--- config.mk ---
export PLATFORM = sky130hd
export DESIGN_NAME = button_cmd_scheduler_flat
export DESIGN_NICKNAME = d
export VERILOG_FILES = /design/src/rtl/button_cmd_scheduler_if.sv /design/src/rtl/button_cmd_scheduler.sv /design/src/flat_wrapper.sv
export SDC_FILE = /design/constraint.sdc
export NUM_CORES = 1
export LEC_CHECK = 0
export CAP_MARGIN = 20
export CORE_MARGIN = 8
export CORE_UTILIZATION = 28
export CTS_BUF_LIST = sky130_fd_sc_hd__clkbuf_8
export DETAILED_ROUTE_END_ITERATION = 8
export GPL_TIMING_DRIVEN = 0
export PLACE_DENSITY_LB_ADDON = 0.1
export SYNTH_ARGS = -nofsm -noshare
export SYNTH_HDL_FRONTEND = slang
export SYNTH_SLANG_ARGS = --single-unit
--- constraint.sdc ---
create_clock -name fclk -period 2.35 [get_ports fclk]
set_input_delay 0.47 -clock fclk [delete_from_list [all_inputs] [get_ports fclk]]
set_output_delay 0.47 -clock fclk [all_outputs]
set_load 0.005 [all_outputs]
--- src/rtl/button_cmd_scheduler_if.sv ---
// Button levels in, one shared command valid/ready port out, plus drop/busy status.
interface button_cmd_scheduler_if #(
    parameter int N_BTN = 4
);
    localparam int ID_W = $clog2(N_BTN);

    logic [N_BTN-1:0] btn_level;
    logic             cmd_valid;
    logic             cmd_ready;
    logic [ID_W-1:0]  cmd_id;
    logic             cmd_repeat;
    logic             drop;
    logic             busy;

    modport master (
        input  btn_level, cmd_ready,
        output cmd_valid, cmd_id, cmd_repeat, drop, busy
    );

    modport slave (
        output btn_level, cmd_ready,
        input  cmd_valid, cmd_id, cmd_repeat, drop, busy
    );
endinterface

--- src/rtl/button_cmd_scheduler.sv ---
// Press/hold-to-repeat event generator per button, round-robin onto one command port.
// Latency: level rise before edge k -> pending at k -> cmd_valid at k+1 (port free).
// Backpressure: command held while !cmd_ready; a second event on a pending button drops.
module button_cmd_scheduler #(
    parameter int N_BTN        = 4,
    parameter int REPEAT_DELAY = 30,
    parameter int REPEAT_RATE  = 6
) (
    input  logic                   fclk,
    input  logic                   reset,
    button_cmd_scheduler_if.master sched
);
    localparam int ID_W = $clog2(N_BTN);
    localparam logic [7:0]    DELAY_M1 = 8'(REPEAT_DELAY - 1);
    localparam logic [7:0]    RATE_M1  = 8'(REPEAT_RATE - 1);
    localparam logic [ID_W:0] NB       = (ID_W + 1)'(N_BTN);
    localparam logic [ID_W-1:0] LAST_ID = ID_W'(N_BTN - 1);

    typedef enum logic [1:0] {IDLE, HOLD, RPT} state_t;

    state_t           state_q [N_BTN];
    state_t           state_d [N_BTN];
    logic [7:0]       cnt_q   [N_BTN];
    logic [7:0]       cnt_d   [N_BTN];
    logic [N_BTN-1:0] lvl, lvl_q, rise;
    logic [N_BTN-1:0] ev, ev_rpt;
    logic [N_BTN-1:0] pend_q, pend_d, ptype_q, ptype_d, gnt;
    logic [ID_W-1:0]  rr_ptr, gnt_id;
    logic             gnt_any, load, drop_d;

    assign lvl  = sched.btn_level;
    assign rise = lvl & ~lvl_q;
    assign load = !sched.cmd_valid || sched.cmd_ready;
    assign sched.busy = (|pend_q) || sched.cmd_valid;

    always_ff @(posedge fclk or posedge reset) begin
        if (reset) begin
            lvl_q <= '0;
            for (int i = 0; i < N_BTN; i++) begin
                state_q[i] <= IDLE;
                cnt_q[i]   <= '0;
            end
        end else begin
            lvl_q <= lvl;
            for (int i = 0; i < N_BTN; i++) begin
                state_q[i] <= state_d[i];
                cnt_q[i]   <= cnt_d[i];
            end
        end
    end

    // Release wins over the terminal count: the low-level test comes first.
    always_comb begin
        for (int i = 0; i < N_BTN; i++) begin
            state_d[i] = state_q[i];
            cnt_d[i]   = cnt_q[i];
            case (state_q[i])
                IDLE: if (rise[i]) begin
                    state_d[i] = HOLD;
                    cnt_d[i]   = '0;
                end
                HOLD: if (!lvl[i]) begin
                    state_d[i] = IDLE;
                end else if (cnt_q[i] == DELAY_M1) begin
                    state_d[i] = RPT;
                    cnt_d[i]   = '0;
                end else begin
                    cnt_d[i] = cnt_q[i] + 8'd1;
                end
                RPT: if (!lvl[i]) begin
                    state_d[i] = IDLE;
                end else if (cnt_q[i] == RATE_M1) begin
                    cnt_d[i] = '0;
                end else begin
                    cnt_d[i] = cnt_q[i] + 8'd1;
                end
                default: state_d[i] = IDLE;
            endcase
        end
    end

    always_comb begin
        ev     = '0;
        ev_rpt = '0;
        for (int i = 0; i < N_BTN; i++) begin
            case (state_q[i])
                IDLE: ev[i] = rise[i];
                HOLD: if (lvl[i] && cnt_q[i] == DELAY_M1) begin
                    ev[i]     = 1'b1;
                    ev_rpt[i] = 1'b1;
                end
                RPT: if (lvl[i] && cnt_q[i] == RATE_M1) begin
                    ev[i]     = 1'b1;
                    ev_rpt[i] = 1'b1;
                end
                default: ev[i] = 1'b0;
            endcase
        end
    end

    // Scan downwards so the entry closest to rr_ptr is the last (winning) write.
    always_comb begin
        logic [ID_W:0] idx;
        gnt_any = 1'b0;
        gnt_id  = rr_ptr;
        idx     = '0;
        for (int k = N_BTN - 1; k >= 0; k--) begin
            idx = {1'b0, rr_ptr} + (ID_W + 1)'(k);
            if (idx >= NB) idx = idx - NB;
            if (pend_q[idx[ID_W-1:0]]) begin
                gnt_any = 1'b1;
                gnt_id  = idx[ID_W-1:0];
            end
        end
        gnt = '0;
        for (int i = 0; i < N_BTN; i++) begin
            gnt[i] = load && gnt_any && (gnt_id == ID_W'(i));
        end
    end

    always_comb begin
        pend_d  = pend_q;
        ptype_d = ptype_q;
        drop_d  = 1'b0;
        for (int i = 0; i < N_BTN; i++) begin
            if (ev[i] && pend_q[i] && !gnt[i]) begin
                drop_d = 1'b1;
            end else if (ev[i]) begin
                pend_d[i]  = 1'b1;
                ptype_d[i] = ev_rpt[i];
            end else if (gnt[i]) begin
                pend_d[i] = 1'b0;
            end else if (!lvl[i] && ptype_q[i]) begin
                pend_d[i] = 1'b0;
            end
        end
    end

    always_ff @(posedge fclk or posedge reset) begin
        if (reset) begin
            pend_q           <= '0;
            ptype_q          <= '0;
            rr_ptr           <= '0;
            sched.cmd_valid  <= 1'b0;
            sched.cmd_id     <= '0;
            sched.cmd_repeat <= 1'b0;
            sched.drop       <= 1'b0;
        end else begin
            pend_q     <= pend_d;
            ptype_q    <= ptype_d;
            sched.drop <= drop_d;
            if (load) begin
                if (gnt_any) begin
                    sched.cmd_valid  <= 1'b1;
                    sched.cmd_id     <= gnt_id;
                    sched.cmd_repeat <= ptype_q[gnt_id];
                    rr_ptr           <= (gnt_id == LAST_ID) ? '0 : gnt_id + 1'b1;
                end else begin
                    sched.cmd_valid <= 1'b0;
                end
            end
        end
    end
endmodule

--- src/flat_wrapper.sv ---
// flat-port wrapper written by rule: the top's interface ports become plain ports
module button_cmd_scheduler_flat 
#(
    parameter int N_BTN        = 4,
    parameter int REPEAT_DELAY = 30,
    parameter int REPEAT_RATE  = 6
)
  (fclk, reset, sched_btn_level, sched_cmd_ready, sched_cmd_valid, sched_cmd_id, sched_cmd_repeat, sched_drop, sched_busy);
  button_cmd_scheduler_if #(.N_BTN(N_BTN)) sched_i ();
  input  logic fclk;
  input  logic reset;
  input wire logic [$bits(sched_i.btn_level)-1:0] sched_btn_level;
  input wire logic [$bits(sched_i.cmd_ready)-1:0] sched_cmd_ready;
  output wire logic [$bits(sched_i.cmd_valid)-1:0] sched_cmd_valid;
  output wire logic [$bits(sched_i.cmd_id)-1:0] sched_cmd_id;
  output wire logic [$bits(sched_i.cmd_repeat)-1:0] sched_cmd_repeat;
  output wire logic [$bits(sched_i.drop)-1:0] sched_drop;
  output wire logic [$bits(sched_i.busy)-1:0] sched_busy;
  assign sched_i.btn_level = sched_btn_level;
  assign sched_i.cmd_ready = sched_cmd_ready;
  assign sched_cmd_valid = sched_i.cmd_valid;
  assign sched_cmd_id = sched_i.cmd_id;
  assign sched_cmd_repeat = sched_i.cmd_repeat;
  assign sched_drop = sched_i.drop;
  assign sched_busy = sched_i.busy;
  button_cmd_scheduler #(.N_BTN(N_BTN), .REPEAT_DELAY(REPEAT_DELAY), .REPEAT_RATE(REPEAT_RATE)) u_core (.fclk(fclk), .reset(reset), .sched(sched_i));
endmodule
==> results_dict.tcl, run 1 <==
set metrics [dict create \
    status "finished, final reports clean" \
    cts_max_path_buffers 2 \
    syn_to_final_growth_pct 16.1 \
    antenna_found_initial 0 \
    io_buffers 12 \
    share_seq_of_total_power_pct 34.0 \
    place_congestion 0.734 \
    finalClockSkew_ns 0.00784 \
    via_per_inst 4.98 \
    synthTopCellsByArea "dfrtp_1 (39%), ha_1 (9.7%), o21ai_0 (4.4%), nand2_1 (3.8%), nor2b_1 (3.0%)" \
    tightestPinTransition_ns 0.798 \
    synth_area_um2 3740 \
    crit_chain "nor4_4 > nand2b_1 > clkdlybuf4s50_1" \
    cp.buffers_inverters 1 \
    insertion_delay_ns 0.35 \
    relSlewSlack_pct 46.7 \
    grt_use_total_pct 10.4 \
    h-tree-depth 3 \
    routed_wl_mm 8.49 \
    rsz0062_at_grt "false" \
    grt_pass1_wl_mm 15.1 \
    yosysMostFrequentCell "dfrtp_1" \
    syn_inst 406 \
    first_pass_iters 4 \
    vias 3050 \
    wire_per_inst_um 13.8 \
    fill_cells 1404 \
    path_delay_family "flip-flops" \
    swShare_pct 39.0 \
    ys_warn_count 0 \
    final_nets 469 \
    worstPathArrival_ns 1.75 \
    hp-class "register to register" \
    ys_ff_latch 59 \
    synthTopCellsByCount "dfrtp_1 (59), nand2_1 (38), o21ai_0 (33)" \
    setup_slack_ns 0.132 \
    period_share_pct 94.4 \
    maxSlewViolCount 0 \
    die_h_um 132 \
    synth_area_leader_cell "dfrtp_1" \
    avgSynthCellArea_um2 9.22 \
    drv_cap 0 \
    ir_drop_mv 0.285 \
    ys.flop_type "dfrtp_1" \
    crit_slowest_cell "dfrtp_1" \
    finalSetupViolCount 0 \
    grt_overflow 0 \
    start_util_pct 28.5 \
    p_int_mw 2.54 \
    worstPathMaxFanout 6 \
    grt_max_degree 36 \
    fmax_ghz 0.451 \
    path_class "register to output port" \
    ctsRootBufferMaster "clkbuf_8" \
    cp-end-kind "output port" \
    fin_util_pct 33.1 \
    cts_tree "yes" \
    yosysSeqAreaShare_pct 39.5 \
    syn-num-nets 442 \
    finalHoldViolations 0 \
    rows 42 \
    crit_path_start_kind "register" \
    layout_min_cycle_time_ns 2.22 \
    drc 0 \
    grt_pass1_vias 3078 \
    first_iter_violations 155 \
    fin_tns_setup_ns 0 \
    io_pins 13 \
    power_frac_clock_pct 22.8 \
    dpl.hpwl_mm 6.09 \
    combinationalPowerShare_pct 43.3 \
    leakage_nw 1.85 \
    synth_cell_types 59 \
    p_sw_mw 1.63 \
    drt.antenna.violating_nets 0 \
    drive_gt1_share_pct 9.38 \
    n_antenna_cell 0 \
    p_per_area_nw_per_um2 959 \
    crit_required_ns 1.88 \
    synth_edf_count 0 \
    numClockSinks 59 \
    slowest_delay_ns 0.47 \
    die_area_um2 17300 \
    dpl_worst_slack_ns 0.0690 \
    async_flop_share_pct 100 \
    coreArea_um2 13100 \
    path_clk_slew_ns 0.07 \
    cts_buffers 9 \
    synth_top_area_share_pct 39.5 \
    die_width_um 132 \
]
[worst reg2reg max path, stage by stage, from the launching register on]
cell       delay, ns
dfrtp_1         0.41
inv_1           0.12
ha_1            0.22
or3b_1          0.41
a2111oi_4       0.41
o21ai_1         0.19
o22ai_1         0.25
or3_1           0.14
[power groups by stage]
stage | logic [mW] | registers, mW | clock network [mW]
after global placement | 1.71 | 1.41 | 0
after detailed placement | 1.73 | 1.42 | 0
final | 1.80 | 1.42 | 0.948
after global routing | 2.07 | 1.45 | 1.04
after floorplan | 1.29 | 1.37 | 0
after CTS | 1.75 | 1.41 | 0.999
[placed cells by master, fill, tap and decap left out, types with 17 or more instances in the layout]
cell type and n:
nand2_1 38, dfrtp_1 59, nand3_1 17, nor2b_1 18, nor2_1 28, o21ai_0 33
inv_1 26, a21oi_1 18, ha_1 29
[per-layer routing]
metal / up-vias / GRT usage (%) / part of all wire, %
li1: 1534 / - / -
met1: 1480 / 12.7 / 50
met2: 27 / 16.5 / 47
met3: 9 / 3.81 / 2.6
met4: 0 / 3.96 / 1.2
met5: - / 0 / 0
[cells by family after synthesis]
| logic type | after synthesis | share of synthesized area (%) |
|---|---|---|
| AOI/OAI and AO/OA | 121 | 23.0 |
| adders and majority gates | 29 | 9.70 |
| buffers and inverters | 30 | 3.34 |
| DFF | 59 | 39.5 |
| muxes | 9 | 2.64 |
| and+or+nand+nor | 158 | 21.9 |
[worst paths after layout]
path | depth (start not counted) | to | start | slack [ns]
max in group asynchronous | 3 | u_core.state_q[2] | reset | 1.15
min in group asynchronous | 2 | u_core.cnt_q[18] | reset | 0.58
worst min register to register | 1 | u_core.sched.cmd_id[1] | u_core.sched.cmd_id[1] | 0.49
worst max-delay path | 3 | sched_busy | u_core.pend_q[2] | 0.13
worst min-delay path | 1 | u_core.sched.cmd_id[1] | u_core.sched.cmd_id[1] | 0.49
worst max register to register | 7 | u_core.sched.drop | u_core.state_q[4] | 0.14
[state kept, by name, summed over array words and instances, names as in the netlist]
| signal | count |
|---|---|
| u_core.sched.cmd_id | 2 |
| u_core.sched.cmd_repeat | 1 |
| u_core.lvl_q | 4 |
| u_core.cnt_q | 32 |
| u_core.sched.cmd_valid | 1 |
| u_core.rr_ptr | 2 |
| u_core.sched.drop | 1 |
| u_core.ptype_q | 4 |
| u_core.state_q | 8 |
| u_core.pend_q | 4 |
[metrics by stage]
step	hold WS, ns	total power [mW]	std cells	instance area [µm²]
after global placement	0.469	3.12	594	4080
after floorplan	0.474	2.66	406	3740
after global routing	0.515	4.56	613	4350
after CTS	0.500	4.15	610	4300
final	0.487	4.17	613	4350
after detailed placement	0.478	3.15	595	4100
[layout make-up]
cell class	instances	area, µm²	area share (%)
plain buffers	5	31.3	0.720
clock buffers	11	151	3.48
clock inverters	4	42.5	0.979
inverters	25	93.8	2.16
flip-flops and latches	59	1480	34.0
well taps	176	220	5.07
repair buffers	16	163	3.74
multi-input cells	317	2170	49.9
[what timing repair did]
action	4_1_cts	5_1_grt
pin swaps	0	1
buffers inserted	0	3
gates cloned	0	0
endpoints found under the setup margin	1	2
gates resized for setup	1	2
hold buffers	0	0
No activity file was read; power rests on OpenSTA's default activity.
==> run 2, diff against run 1 <==
--- a/config.mk
+++ b/config.mk
@@ -7,8 +7,9 @@
 export LEC_CHECK = 0
 export CAP_MARGIN = 20
 export CORE_MARGIN = 8
-export CORE_UTILIZATION = 28
+export CORE_UTILIZATION = 55
 export CTS_BUF_LIST = sky130_fd_sc_hd__clkbuf_8
+export CTS_CLUSTER_DIAMETER = 40
 export DETAILED_ROUTE_END_ITERATION = 8
 export GPL_TIMING_DRIVEN = 0
 export PLACE_DENSITY_LB_ADDON = 0.1
==> constraint.sdc (replaced) <==
create_clock -name fclk -period 2.35 [get_ports fclk]
set_input_delay 0.47 -clock fclk [delete_from_list [all_inputs] [get_ports fclk]]
set_output_delay 0.47 -clock fclk [all_outputs]
set_load 0.02 [all_outputs]
==> results_dict.tcl, run 2 (synthesis results as in run 1) <==
set metrics [dict create \
    status "finished, final reports clean" \
    syn_to_final_growth_pct 12.4 \
    swShare_pct 39.9 \
    crit_path_start_kind "register" \
    start_util_pct 56.0 \
    tightestPinTransition_ns 0.679 \
    drv_cap 0 \
    crit_required_ns 1.88 \
    path_delay_family "buffers and inverters" \
    rows 30 \
    place_congestion 0.828 \
    path_clk_slew_ns 0.07 \
    top_regs "u_core.cnt_q: 32 flops, u_core.state_q: 8 flops" \
    slowest_delay_ns 0.54 \
    share_seq_of_total_power_pct 34.8 \
    grt_use_total_pct 16.4 \
    first_pass_iters 4 \
    ctsRootBufferMaster "clkbuf_8" \
    final_area_um2 4210 \
    cts_buffers 9 \
    path_class "register to output port" \
    maxSlewViolCount 0 \
    via_per_inst 5.89 \
    finalClockSkew_ns 0.00746 \
    io_buffers 12 \
    worstPathMaxFanout 7 \
    numClockSinks 59 \
    first_iter_violations 103 \
    ir_drop_mv 0.723 \
    crit_chain "nor4_4 > nand2b_1 > clkdlybuf4s50_1" \
    combinationalPowerShare_pct 44.4 \
    mostFrequentLayoutCells "dfrtp_1 (58), nand2_1 (38), o21ai_0 (33)" \
    die_h_um 98.5 \
    h-tree-depth 3 \
    final_nets 468 \
    period_share_pct 95.9 \
    crit_slowest_cell "clkdlybuf4s50_1" \
    p_per_area_nw_per_um2 970 \
    grt_overflow 0 \
    power_frac_clock_pct 20.8 \
    fmax_ghz 0.444 \
    drc 0 \
    grt_pass1_vias 2948 \
    p_sw_mw 1.63 \
    p_total_mw 4.08 \
    largest_reg_flops 32 \
    die_width_um 98.5 \
    finalHoldViolations 0 \
    layout_min_cycle_time_ns 2.25 \
    cp.buffers_inverters 1 \
    grt_pass1_wl_mm 13.2 \
    antenna_found_initial 0 \
    cp-end-kind "output port" \
    die_area_um2 9700 \
    worstPathArrival_ns 1.78 \
    hp-class "input port to asynchronous set/reset pin" \
    grt_max_degree 39 \
    drt.antenna.violating_nets 0 \
    routed_wl_mm 7.57 \
    insertion_delay_ns 0.33 \
    n_antenna_cell 0 \
    vias 3038 \
    finalSetupViolCount 0 \
    dpl.hpwl_mm 5.39 \
    p_int_mw 2.45 \
    coreArea_um2 6680 \
    relSlewSlack_pct 54.2 \
    holdBufCountCts 0 \
    io_pins 13 \
    placed_cell_area_um2 3980 \
    cts_tree "yes" \
    leakage_nw 1.84 \
    cts_max_path_buffers 2 \
    layout_commonest_cell "dfrtp_1" \
    regMostFlops "u_core.cnt_q" \
    wire_per_inst_um 14.7 \
    drive_gt1_share_pct 9.63 \
]
[run 2: path summary, 6_finish.rpt]
path | startpoint | to | slack, ns | cells after the start
setup reg to reg | u_core.state_q[4] | u_core.ptype_q[1] | 0.19 | 7
hold reg to reg | u_core.sched.cmd_id[1] | u_core.sched.cmd_id[1] | 0.49 | 1
min in group fclk | u_core.sched.cmd_id[1] | u_core.sched.cmd_id[1] | 0.49 | 1
hold / removal | reset | u_core.cnt_q[21] | 0.48 | 2
setup / recovery | u_core.pend_q[1] | sched_busy | 0.1 | 3
max in group asynchronous | reset | u_core.cnt_q[28] | 1.29 | 3
[run 2: timing repair]
item / in CTS / in global routing
setup buffers: 0 / 2
gates cloned: 0 / 0
pin swaps: 0 / 1
setup endpoints to repair: 1 / 3
resized for setup: 1 / 3
[run 2: power by group through the flow]
stage	Combinational [mW]	Clock, mW	Sequential [mW]
2_1_floorplan	1.29	0	1.42
3_3_place_gp	1.69	0	1.41
3_5_place_dp	1.74	0	1.42
4_1_cts	1.75	0.868	1.41
5_1_grt	2.03	0.904	1.45
6_report	1.81	0.850	1.42
[run 2: routing by layer]
metal  part of all wire, %  wire [µm]  vias to the layer above  GRT usage (%)
met5                     0          0                        -              0
met4                   1.6        119                        0           7.32
met3                   3.3        250                       12           3.38
met2                    45       3400                       56           25.2
met1                    50       3800                     1436           21.7
li1                      -          -                     1534              -
[run 2: final cells by class]
type / instances / area, µm²
Buffer: 5 / 31.3
Clock buffer: 12 / 165
Clock inverter: 3 / 13.8
Fill cell: 588 / 2480
Inverter: 25 / 93.8
Multi-Input combinational cell: 317 / 2170
Sequential cell: 59 / 1480
Tap cell: 80 / 100
Timing Repair Buffer: 15 / 155
[run 2: metrics by stage]
| step | instances | util [%] | setup TNS, ns | hold WS [ns] | setup slack (ns) |
|---|---|---|---|---|---|
| 2_1_floorplan | 406 | - | 0 | 0.475 | 0.398 |
| 3_3_place_gp | 498 | 59.3 | -41.16 | 0.485 | -0.702 |
| 3_5_place_dp | 499 | 59.6 | 0 | 0.486 | 0.105 |
| 4_1_cts | 514 | 62.4 | 0 | 0.484 | 0.0279 |
| 5_1_grt | 516 | 62.9 | -0.00894 | 0.530 | -0.00894 |
| 6_report | 516 | 62.9 | 0 | 0.477 | 0.0966 |
[run 2: worst reg2reg max path, cell delays in order, from the launching register on]
cell	delay (ns)
dfrtp_1	0.41
inv_1	0.12
ha_1	0.22
or3b_1	0.42
a2111oi_4	0.39
o21ai_1	0.19
a21oi_2	0.15
mux2i_1	0.19
